### src/rtl/hitchhike_pkg.sv
// rtl/hitchhike_pkg.sv - shared constants and state encoding for the hitchhike tag link
package hitchhike_pkg;

    typedef enum logic [1:0] {
        ST_HUNT    = 2'd0,
        ST_LEN     = 2'd1,
        ST_PAYLOAD = 2'd2
    } state_t;

    // Both tag modulator and decoder must agree on the chip repetition.
    localparam int          REP_FACTOR_DEFAULT = 4;
    localparam int          SYNC_LEN_DEFAULT   = 16;
    localparam logic [15:0] SYNC_WORD_DEFAULT  = 16'hA5C3;

endpackage

### src/rtl/chip_majority_vote.sv
// rtl/chip_majority_vote.sv - folds REP_FACTOR tag chips into one majority-voted bit
module chip_majority_vote #(
    parameter int REP_FACTOR = 4
) (
    input  logic clock,
    input  logic reset,
    input  logic clear,
    input  logic in_valid,
    input  logic chip,
    output logic bit_valid,
    output logic data_bit
);

    localparam int PW = $clog2(REP_FACTOR);
    localparam int OW = PW + 1;

    logic [PW-1:0] phase;
    logic [OW-1:0] ones;
    logic [OW-1:0] total;

    // The decision includes the chip arriving this cycle so the bit is ready without extra latency.
    always_comb begin
        total     = ones + OW'(chip);
        bit_valid = in_valid && (phase == PW'(REP_FACTOR - 1));
        data_bit  = bit_valid && (total > OW'(REP_FACTOR / 2));
    end

    // Chip-phase and ones accumulation; both restart after each decided bit.
    always_ff @(posedge clock) begin
        if (reset || clear) begin
            phase <= '0;
            ones  <= '0;
        end else if (in_valid) begin
            if (bit_valid) begin
                phase <= '0;
                ones  <= '0;
            end else begin
                phase <= phase + 1'b1;
                ones  <= total;
            end
        end
    end

endmodule

### src/rtl/hitchhike_tag_decoder.sv
// rtl/hitchhike_tag_decoder.sv - sync hunt, length/payload framing and byte output for tag frames
module hitchhike_tag_decoder
    import hitchhike_pkg::*;
#(
    parameter int                  REP_FACTOR = REP_FACTOR_DEFAULT,
    parameter int                  SYNC_LEN   = SYNC_LEN_DEFAULT,
    parameter logic [SYNC_LEN-1:0] SYNC_WORD  = SYNC_WORD_DEFAULT
) (
    input  logic       clock,
    input  logic       reset,
    input  logic       in_valid,
    input  logic       orig_bit,
    input  logic       bs_bit,
    output logic [7:0] out_data,
    output logic       out_valid,
    input  logic       out_ready,
    output logic       frame_start,
    output logic       frame_end,
    output logic       sync_lock,
    output logic       overflow_err
);

    localparam int CW = SYNC_LEN * REP_FACTOR;

    function automatic logic [CW-1:0] expand_sync(input logic [SYNC_LEN-1:0] w);
        logic [CW-1:0] r;
        for (int i = 0; i < CW; i++) begin
            r[i] = w[i / REP_FACTOR];
        end
        return r;
    endfunction

    localparam logic [CW-1:0] SYNC_CHIPS = expand_sync(SYNC_WORD);

    state_t        state;
    logic [CW-1:0] chip_sr;
    logic [CW-1:0] chip_next;
    logic          chip;
    logic          sync_hit;
    logic          vote_valid;
    logic          bit_valid;
    logic          data_bit;
    logic [2:0]    bit_cnt;
    logic [7:0]    byte_sr;
    logic [7:0]    full_byte;
    logic          byte_done;
    logic [7:0]    remaining;

    // Tag chip recovery and the sync comparison against the newest chip window.
    always_comb begin
        chip       = orig_bit ^ bs_bit;
        chip_next  = {chip_sr[CW-2:0], chip};
        sync_hit   = (state == ST_HUNT) && in_valid && (chip_next == SYNC_CHIPS);
        vote_valid = in_valid && (state != ST_HUNT);
        full_byte  = {byte_sr[6:0], data_bit};
        byte_done  = bit_valid && (bit_cnt == 3'd7);
    end

    chip_majority_vote #(
        .REP_FACTOR(REP_FACTOR)
    ) u_vote (
        .clock    (clock),
        .reset    (reset),
        .clear    (sync_hit),
        .in_valid (vote_valid),
        .chip     (chip),
        .bit_valid(bit_valid),
        .data_bit (data_bit)
    );

    // Frame FSM with byte assembly and the held output register.
    always_ff @(posedge clock) begin
        if (reset) begin
            state        <= ST_HUNT;
            chip_sr      <= '0;
            bit_cnt      <= '0;
            byte_sr      <= '0;
            remaining    <= '0;
            out_data     <= '0;
            out_valid    <= 1'b0;
            frame_start  <= 1'b0;
            frame_end    <= 1'b0;
            sync_lock    <= 1'b0;
            overflow_err <= 1'b0;
        end else begin
            frame_start  <= 1'b0;
            frame_end    <= 1'b0;
            overflow_err <= 1'b0;
            // Lock is held through the frame_end cycle and dropped right after.
            if (frame_end) sync_lock <= 1'b0;
            if (out_valid && out_ready) out_valid <= 1'b0;

            case (state)
                ST_HUNT: begin
                    if (sync_hit) begin
                        frame_start <= 1'b1;
                        sync_lock   <= 1'b1;
                        bit_cnt     <= '0;
                        state       <= ST_LEN;
                    end else if (in_valid) begin
                        chip_sr <= chip_next;
                    end
                end
                ST_LEN: begin
                    if (bit_valid) begin
                        byte_sr <= full_byte;
                        bit_cnt <= bit_cnt + 1'b1;
                        if (byte_done) begin
                            if (full_byte == 8'd0) begin
                                sync_lock <= 1'b0;
                                chip_sr   <= '0;
                                state     <= ST_HUNT;
                            end else begin
                                remaining <= full_byte;
                                state     <= ST_PAYLOAD;
                            end
                        end
                    end
                end
                ST_PAYLOAD: begin
                    if (bit_valid) begin
                        byte_sr <= full_byte;
                        bit_cnt <= bit_cnt + 1'b1;
                        if (byte_done) begin
                            // A still-unaccepted byte wins; the new one is dropped but still counted.
                            if (out_valid && !out_ready) begin
                                overflow_err <= 1'b1;
                            end else begin
                                out_data  <= full_byte;
                                out_valid <= 1'b1;
                            end
                            remaining <= remaining - 1'b1;
                            if (remaining == 8'd1) begin
                                frame_end <= 1'b1;
                                chip_sr   <= '0;
                                state     <= ST_HUNT;
                            end
                        end
                    end
                end
                default: state <= ST_HUNT;
            endcase
        end
    end

endmodule
### config.mk
export PLATFORM = sky130hd
export DESIGN_NAME = hitchhike_tag_decoder
export DESIGN_NICKNAME = d
export VERILOG_FILES = /design/src/rtl/hitchhike_pkg.sv /design/src/rtl/chip_majority_vote.sv /design/src/rtl/hitchhike_tag_decoder.sv
export SDC_FILE = /design/constraint.sdc
export NUM_CORES = 1
export LEC_CHECK = 0
export CAP_MARGIN = 15
export CORE_AREA = 8 8 135 137
export DETAILED_ROUTE_END_ITERATION = 8
export DIE_AREA = 0 0 143 145
export GPL_TIMING_DRIVEN = 1
export PLACE_DENSITY = 0.49
export SLEW_MARGIN = 10
export SYNTH_ARGS = -nofsm -noshare
export SYNTH_HDL_FRONTEND = slang
export SYNTH_SLANG_ARGS = --single-unit
### constraint.sdc
create_clock -name clock -period 3.54 [get_ports clock]
set_clock_uncertainty 0.05 [all_clocks]
set_input_delay 0.708 -clock clock [delete_from_list [all_inputs] [get_ports clock]]
set_output_delay 0.708 -clock clock [all_outputs]
set_load 0.005 [all_outputs]
* Word level (Yosys, flattened, before mapping)
Index checks and enable logic that the tools add are counted.
** Storage, ports and cells
- Bits in registers :: 101
- Output and inout port bits :: 13
- Input port bits :: 6
- Logic and storage cells :: 108
** Operators by class
- Reductions and logical operators :: 25
- Add/sub/neg operators :: 4
- Eq/ne operators :: 17
- Order comparisons :: 1
- Bitwise operators :: 6
- Multiplexer cells :: 42
** Operators with widths (count)
- 63-bit 2-to-1 mux :: 8
- 63-bit one-hot mux with 3 select lines :: 1
- 64-bit equality test (second input constant) :: 1
- 8-bit 2-to-1 mux :: 5
- 2-bit != test (second input constant) :: 9
- 2-bit 2-to-1 mux :: 8
- 8-bit one-hot mux with 2 select lines :: 1
- 1-bit 2-to-1 mux :: 13
- 6-bit AND reduction :: 2
- 3-bit 2-to-1 mux :: 3
- 9-bit AND reduction :: 1
- 8-bit by 1-bit equality test with 1-bit output (second input constant) :: 1
- 1-bit logical AND :: 8
- 8-bit logical NOT :: 1
- 8-bit by 1-bit subtractor with 8-bit output (second input constant) :: 1
- 2-bit one-hot mux with 3 select lines :: 1
- 3-bit one-hot mux with 2 select lines :: 1
- 2-bit nonzero test :: 3
- 1-bit inverter :: 5
- 2-bit equality test (second input constant) :: 2
- 2-bit by 1-bit != test with 1-bit output (second input constant) :: 2
- 4-bit AND reduction :: 1
- 2-bit OR reduction :: 2
- 4-bit OR reduction :: 1
- 14 further kinds :: 14

* Depth between registers and ports, before layout
Gate-level depths: netlist of the first run.
- Word-level depth :: 9
- Gate-level depth with buffers :: 11
- Mapped depth without buffers :: 10

* By module
A second synthesis of the first run with hierarchy kept.
** Unflattened totals
- Cells, all modules :: 557
- Area total of the unflattened synthesis :: 5352.6 um2
** By module, submodules not included
- hitchhike_tag_decoder :: instances 1, area an instance 5066.1 um2, cells an instance 527, sequential area each 1921.8 um2
- chip_majority_vote :: instances 1, area an instance 286.5 um2, cells an instance 30, sequential area each 100.1 um2

* Least setup slack after synthesis of the first run
Ideal clock, no wire load.
- Kind :: in2reg
- Start :: in bs_bit
- End :: reg chip_sr[1]
- Path slack :: 0.349 ns
- Buffers on the path :: 1
- Library setup time :: 0.070 ns
- Arrival :: 3.071 ns
- Stages :: 11
- Cells stage by stage :: xnor2_1 > inv_1 > ha_1 > ha_1 > and2_1 > o21ba_2 > o21a_1 > a311oi_2 > clkbuf_1 > nand4b_1 > a21oi_1
** Between the ends
- Longest elaborated chain between the ends :: 7
- Elaborated cells between the ends (all ways) :: 10
** Ends and longest elaborated chain
- start: declaration :: line hitchhike_tag_decoder.sv:13 : input logic bs_bit,
- 1-bit bitwise XOR (*) :: line hitchhike_tag_decoder.sv:51 : chip = orig_bit ^ bs_bit;
- 3-bit by 1-bit adder with 3-bit output :: line chip_majority_vote.sv:23 : total = ones + OW'(chip);
- 3-bit by 2-bit greater-than comparator with 1-bit output :: line chip_majority_vote.sv:25 : data_bit = bit_valid && (total > OW'(REP_FACTOR / 2));
- 1-bit logical AND :: line chip_majority_vote.sv:25
- 8-bit logical NOT :: line hitchhike_tag_decoder.sv:109 : if (full_byte == 8'd0) begin
- 2-bit != test (no source line)
- 9-bit AND reduction (no source line) (*)
- end signal: assignment :: line hitchhike_tag_decoder.sv:101 : chip_sr <= chip_next;
- end: declaration :: line hitchhike_tag_decoder.sv:36 : logic [CW-1:0] chip_sr;
Every way passes the cells marked *; elsewhere a longest branch is shown, timed or not.
A chain may end at the register's enable or synchronous reset.

* Final worst setup path of the first run
- Start :: in orig_bit
- End :: reg chip_sr[0]
** Between the ends
- Longest elaborated chain between the ends :: 7
- Elaborated cells between the ends (all ways) :: 13
** Ends and longest elaborated chain
- start: declaration :: line hitchhike_tag_decoder.sv:12 : input logic orig_bit,
- 1-bit bitwise XOR (*) :: line hitchhike_tag_decoder.sv:51
- 3-bit by 1-bit adder with 3-bit output :: line chip_majority_vote.sv:23
- 3-bit by 2-bit greater-than comparator with 1-bit output :: line chip_majority_vote.sv:25
- 1-bit logical AND :: line chip_majority_vote.sv:25
- 8-bit logical NOT :: line hitchhike_tag_decoder.sv:109
- 2-bit != test (no source line)
- 9-bit AND reduction (no source line)
Every way passes the cells marked *; elsewhere a longest branch is shown, timed or not. The select of a mux whose other input is x is not followed.

==> results.md, run 1 <==
* Yosys warning total at 0
* Via Count at 4064
* Final setup vio count at 0
* FF-to-FF End: chip_sr[39]
* Starting Density at 0.2917
* MaxCap Viol Count at 0
* Clk_lat worst skew at 0.34 ns
* Share of cells above drive strength 1 at 0.08925
* DRC Markers at 0
* P_leak at 1.756 nW
* DRT iter0 DRCs at 378
* Wire per inst at 15.30 um
* Slowest-stage cell, CP: clkdlybuf4s50_1
* Crit. End Element: flop
* Startpoint types: input pin
* Synthesized area at 4717 um2
* Antenna Nets Post-Route at 0
* Die area at 20740 um2
* Critical path class: input pin to flop
* Worst-path cell chain: clkdlybuf4s50_1, xnor2_2, inv_1, ha_1, ha_1, and2_1, o21ba_2, o21a_1, a311o_2, or4_1, a21oi_1
* Setup Total Neg Slack at 0 ns
* Slew @ Worst Pin at 0.8852 ns
* Max Clock Freq at 298.5 MHz
* Register area share after synthesis at 0.4286
* Global route total overflow at 0
* Slew Viols, Final at 0
* Cts hold-fix bufs at 0
* Worst stage delay on the critical path at 0.44 ns
* Top cells by count, synth: dfxtp_1, a21oi_1, nand4b_1, o21ai_1, clkbuf_1
* H-tree levels at 3
* EDFF count, synth at 0
* Rows at 47
* Vias in the first global route at 3846
* Ant diodes at 0
* I/O Pins at 19
* CTS Buf Count at 9
* Final core occ at 0.3396
* First-pass GRT wire length at 19660 um
* CP Max Fanout at 4
* RSZ-0062 raised after global routing: no
* R2R setup slack at 0.97 ns
* Arr. time, crit path at 3.57 ns
* DP HPWL at 7413 um
* Top-area cell type share of the netlist area at 0.4286
* CTS tree: built
* Synth area leader: dfxtp_1
* P&R area growth vs syn at 16.42%
* Synth cell types at 47
* CTS sink cnt at 101
* RR Startpoint: chip_sr[20]
* Relative slew slack at 0.4098
* Most used DFF post-synth: dfxtp_1
* Initial antenna violation count at 0
* Total Routing Usage GR at 0.1145
* Syn nets at 563
* Die Wd at 143 um
* Critical Path RT at 3.76 ns
* NumNets Final at 562
* Ys async rst share at 0
* IO Port Bufs at 18
* Cells after Synth at 546
* CTS max path bufs at 2
* Most used cell, CP: ha_1
* P per Cell Area at 406.4 nW/um2
* Clock transition at path regs at 0.07 ns
* Root buffer cell: clkbuf_16
* Synth area leaders: dfxtp_1, nand4b_1, a21oi_1
* Critical Path Sink: chip_sr[0]
* Core ar. at 16170 um2
* Avg Cell Area, Syn at 8.639 um2
* Routability cong. at 0.7357
* Max VDD drop at 0.2089 mV
* Final worst-path cycle share at 0.9464
* Drt first pass iters at 5
* Largest net degree at the start of global routing at 50
* Yosys reg bits at 101
* Status: completed
* Die height at 145 um
* Minimum clock period at 3.350 ns
* Total wire length at 11770 um
* Most numerous cell in the Yosys netlist: dfxtp_1
* Crit path from: orig_bit
* DR vias/cell at 5.285
* Cell depth of the worst flop-to-flop path at 7
* Min-Delay Path Class: flop to flop
* Final Hold Viols at 0
==> cells by family (layout without fill, tap and decap cells) <==
family                     after synthesis  after routing  share of synthesized area
AOI/OAI and AO/OA                      189            189                     0.2164
xor gates and xnor gates                 3              3                   0.005571
adders and majority gates               11             11                    0.02918
buffers and inverters                   59             62                    0.05332
DFF                                    101            101                     0.4286
muxes                                    7              7                    0.01485
and+or+nand+nor                        176            176                     0.2520
==> power breakdown <==
part           switching (mW)  internal [mW]
sequential            0.00106           1.14
clock                   0.433          0.589
combinational          0.0512         0.0206
total                   0.485           1.75
==> flip-flops by register name, summed over array words and instances, names as in the netlist <==
register / count
byte_sr: 7
state: 2
out_valid: 1
frame_end: 1
sync_lock: 1
remaining: 8
bit_cnt: 3
out_data: 8
u_vote.phase: 2
overflow_err: 1
u_vote.ones: 3
chip_sr: 63
frame_start: 1
==> per-stage QoR <==
stage / instance area [um2] / setup WS [ns] / hold slack, ns / instances / power (mW)
finish: 5492 / 0.1897 / 0.4216 / 769 / 2.232
global route: 5492 / 0.07010 / 0.4599 / 769 / 2.318
CTS: 5484 / 0.1293 / 0.4253 / 768 / 2.273
detailed placement: 5169 / -0.3482 / 0.4161 / 753 / 1.233
global placement: 5169 / -0.3020 / 0.3990 / 753 / 1.232
floorplan: 4717 / 0.3489 / 0.3900 / 546 / 1.209
==> cell type report <==
class                           count  area [um2]
Timing Repair Buffer               38       375.4
Clock buffer                       11       252.7
Multi-Input combinational cell    386        2477
Tap cell                          220       275.3
Clock inverter                      4       55.05
Fill cell                        1662       10680
Inverter                            9       33.78
Sequential cell                   101        2022
==> placed cells by master (no fill, tap or decap), types with 9 or more instances in the layout <==
| cell | count |
|---|---|
| nand2_1 | 26 |
| o21ai_1 | 48 |
| nand3_1 | 11 |
| buf_4 | 16 |
| o21ai_0 | 27 |
| clkbuf_16 | 9 |
| a21oi_1 | 89 |
| ha_1 | 11 |
| dfxtp_1 | 101 |
| nor2_1 | 25 |
| nand4b_1 | 64 |
| clkdlybuf4s50_1 | 17 |
==> per-layer routing <==
| layer | vias to the layer above | track usage | share of wire |
|---|---|---|---|
| met2 | 76 | 0.1735 | 0.46 |
| li1 | 2011 | - | - |
| met5 | - | 0 | 0 |
| met4 | 0 | 0.03562 | 0.0056 |
| met3 | 2 | 0.02789 | 0.043 |
| met1 | 1975 | 0.1557 | 0.49 |
==> critical path: cells and delay by family <==
| family | cells | cell delay, ns |
|---|---|---|
| xor+xnor | 1 | 0.26 |
| compound gates | 4 | 1.01 |
| buf+inv | 2 | 0.53 |
| simple gates | 2 | 0.56 |
| fa+ha+maj | 2 | 0.50 |
==> what timing repair did <==
action	in CTS	in global routing
pin swaps	0	1
setup endpoints to repair	1	2
buffers inserted	0	1
cloned	0	0
resized for setup	1	0
==> how the worst min path moves through the flow <==
| stage | startpoint | depth (start not counted) | slack (ns) | endpoint |
|---|---|---|---|---|
| floorplan | u_vote.phase[1] | 2 | 0.39 | u_vote.phase[1] |
| global placement | u_vote.phase[1] | 2 | 0.40 | u_vote.phase[1] |
| detailed placement | u_vote.phase[1] | 2 | 0.42 | u_vote.phase[1] |
| CTS | u_vote.phase[1] | 2 | 0.43 | u_vote.phase[1] |
| global route | chip_sr[18] | 2 | 0.46 | chip_sr[18] |
| finish | u_vote.phase[1] | 2 | 0.42 | u_vote.phase[1] |
No activity file was read; power rests on OpenSTA's default activity.
==> inputs of run 2 (changes only) <==
SKIP_LAST_GASP = 1   (was not set)
==> results of run 2 <==
No change in the layout: final DEF, timing and power equal those of run 1.
==> inputs of run 3 (changes only) <==
CORE_AREA = 8 8 104 106   (was 8 8 135 137)
DIE_AREA = 0 0 112 114   (was 0 0 143 145)
MAX_ROUTING_LAYER = met4   (was not set)
PLACE_DENSITY = 0.74   (was 0.49)
==> results.md, run 3 (same netlist as run 1, synthesis figures left out) <==
* Antenna Nets Post-Route at 0 (unchanged)
* P per Cell Area at 378.7 nW/um2 (was 406.4 nW/um2)
* Cts hold-fix bufs at 0 (unchanged)
* Clk_lat worst skew at 0.36 ns (was 0.34 ns)
* Setup bufs post-CTS at 0 (unchanged)
* CTS max path bufs at 2 (unchanged)
* Pint at 1.542 mW (was 1.747 mW)
* Global route total overflow at 0 (unchanged)
* H-tree levels at 3 (unchanged)
* P&R area growth vs syn at 10.53% (was 16.42%)
* Die Wd at 112 um (was 143 um)
* Clock transition at path regs at 0.09 ns (was 0.07 ns)
* DP HPWL at 6699 um (was 7413 um)
* Largest net degree at the start of global routing at 66 (was 50)
* DR vias/cell at 6.154 (was 5.285)
* Rows at 35 (was 47)
* Min-Delay Path Class: flop to flop (unchanged)
* Fill cell total of the finished layout at 824 (was 1662)
* First-pass GRT wire length at 17910 um (was 19660 um)
* NumNets Final at 557 (was 562)
* Drt first pass iters at 4 (was 5)
* I/O Pins at 19 (unchanged)
* Final worst-path cycle share at 0.9300 (was 0.9464)
* Total Routing Usage GR at 0.1704 (was 0.1145)
* Clock power share at 0.389 (was 0.458)
* CTS Buf Count at 9 (unchanged)
* Commonest non-fill, non-tap cell in the layout: dfxtp_1 (unchanged)
* Worst slack, placed at -0.1369 ns (was -0.3482 ns)
* Starting Density at 0.5179 (was 0.2917)
* DRC Markers at 0 (unchanged)
* Register Area at 2022 um2 (unchanged)
* Via Count at 4037 (was 4064)
* Post-CTS Resized at 0 (was 1)
* Core ar. at 9109 um2 (was 16170 um2)
* Final setup vio count at 0 (unchanged)
* P_leak at 1.680 nW (was 1.756 nW)
* Critical path class: input pin to flop (unchanged)
* Critical Path RT at 3.78 ns (was 3.76 ns)
* Slew Viols, Final at 0 (unchanged)
* Final std cells w/o fill at 656 (was 769)
* Max VDD drop at 0.1658 mV (was 0.2089 mV)
* Wire per inst at 16.09 um (was 15.30 um)
* Switching share of power at 0.2189 (was 0.2173)
* Combinational Power Share at 0.035 (was 0.032)
* RSZ-0062 raised after global routing: no (unchanged)
* IO Port Bufs at 18 (unchanged)
* Hold WS at 0.4138 ns (was 0.4216 ns)
* Vias in the first global route at 3761 (was 3846)
* Relative slew slack at 0.4283 (was 0.4098)
* MaxCap Viol Count at 0 (unchanged)
* Minimum clock period at 3.292 ns (was 3.350 ns)
* Crit. End Element: flop (unchanged)
* Root buffer cell: clkbuf_8 (was clkbuf_16)
* Total power at 1.975 mW (was 2.232 mW)
* Cells after DPL at 640 (was 753)
* Max reg flops at 63 (unchanged)
* Largest register by flop count: chip_sr (unchanged)
* Ant diodes at 0 (unchanged)
* Status: completed (unchanged)
* Die height at 114 um (was 145 um)
* Die area at 12770 um2 (was 20740 um2)
* Flop pwr share at 0.576 (was 0.510)
* Final Hold Viols at 0 (unchanged)
* Slew @ Worst Pin at 0.8576 ns (was 0.8852 ns)
* Routability cong. at 0.7997 (was 0.7357)
* Max Clock Freq at 303.8 MHz (was 298.5 MHz)
* Top Registers: chip_sr: 63 flops, out_data: 8 flops, remaining: 8 flops (unchanged)
* Most frequent cells in the layout: dfxtp_1, a21oi_1, nand4b_1 (unchanged)
* DRT iter0 DRCs at 283 (was 378)
* Switch Pwr at 0.4323 mW (was 0.4851 mW)
* Share of cells above drive strength 1 at 0.07890 (was 0.08925)
* Setup Total Neg Slack at 0 ns (unchanged)
* Startpoint types: input pin (unchanged)
* CTS tree: built (unchanged)
* CP Max Fanout at 5 (was 4)
* CTS sink cnt at 101 (unchanged)
* Total wire length at 10560 um (was 11770 um)
* Arr. time, crit path at 3.53 ns (was 3.57 ns)
* Final WS setup at 0.2479 ns (was 0.1897 ns)
* Initial antenna violation count at 0 (unchanged)
* Multi-input logic area at 2470 um2 (was 2477 um2)
[run 3: cell types whose count changed in the layout (fill, tap and decap cells not counted)]
cell	before	now
clkbuf_16	9	0
clkbuf_8	2	12
inv_8	1	0
buf_4	16	11
inv_6	1	0
xnor2_1	1	2
clkbuf_1	0	1
xnor2_2	1	0
clkinvlp_4	0	1
[run 3: final timing paths]
check / from / to / slack [ns] / cells past startpoint
hold reg to reg: u_vote.phase[1] / u_vote.phase[1] / 0.41 / 2
setup / recovery: bs_bit / chip_sr[0] / 0.25 / 11
hold / removal: u_vote.phase[1] / u_vote.phase[1] / 0.41 / 2
setup reg to reg: chip_sr[12] / chip_sr[35] / 0.98 / 7
[run 3: layout make-up]
cell class,count,area share
inverter,9,0.006479
timing repair buffer,33,0.06479
clock buffer,13,0.03240
clock inverter,3,0.008159
multi-input combinational,386,0.4737
tap,111,0.02664
sequential,101,0.3878
[run 3: power groups by stage]
| stage | Sequential, mW | Combinational, mW | Clock (mW) |
|---|---|---|---|
| finish | 1.14 | 0.0696 | 0.767 |
| CTS | 1.14 | 0.0695 | 0.784 |
| global placement | 1.16 | 0.0688 | 0 |
| global route | 1.14 | 0.0749 | 0.833 |
| floorplan | 1.16 | 0.0455 | 0 |
| detailed placement | 1.16 | 0.0694 | 0 |
[run 3: layer usage]
layer  GRT usage  vias to the layer above  wire length (um)
li1            -                     2000                 -
met1      0.2116                     1951              4844
met2      0.2734                       75              5173
met3     0.03909                       11               438
met4     0.04766                        0                99
met5           -                        -                 0
[run 3: metrics by stage]
step | util | area (um2)
5_1_grt | 0.5724 | 5214
2_1_floorplan | - | 4717
3_5_place_dp | 0.5492 | 5002
3_3_place_gp | 0.5492 | 5002
6_report | 0.5724 | 5214
4_1_cts | 0.5724 | 5214
[run 3: critical path, cell delays in order]
cell	delay (ns)
clkdlybuf4s50_1	0.41
xnor2_1	0.28
inv_1	0.08
ha_1	0.20
ha_1	0.29
and2_1	0.15
o21ba_2	0.22
o21a_1	0.22
a311o_2	0.41
or4_1	0.41
a21oi_1	0.15
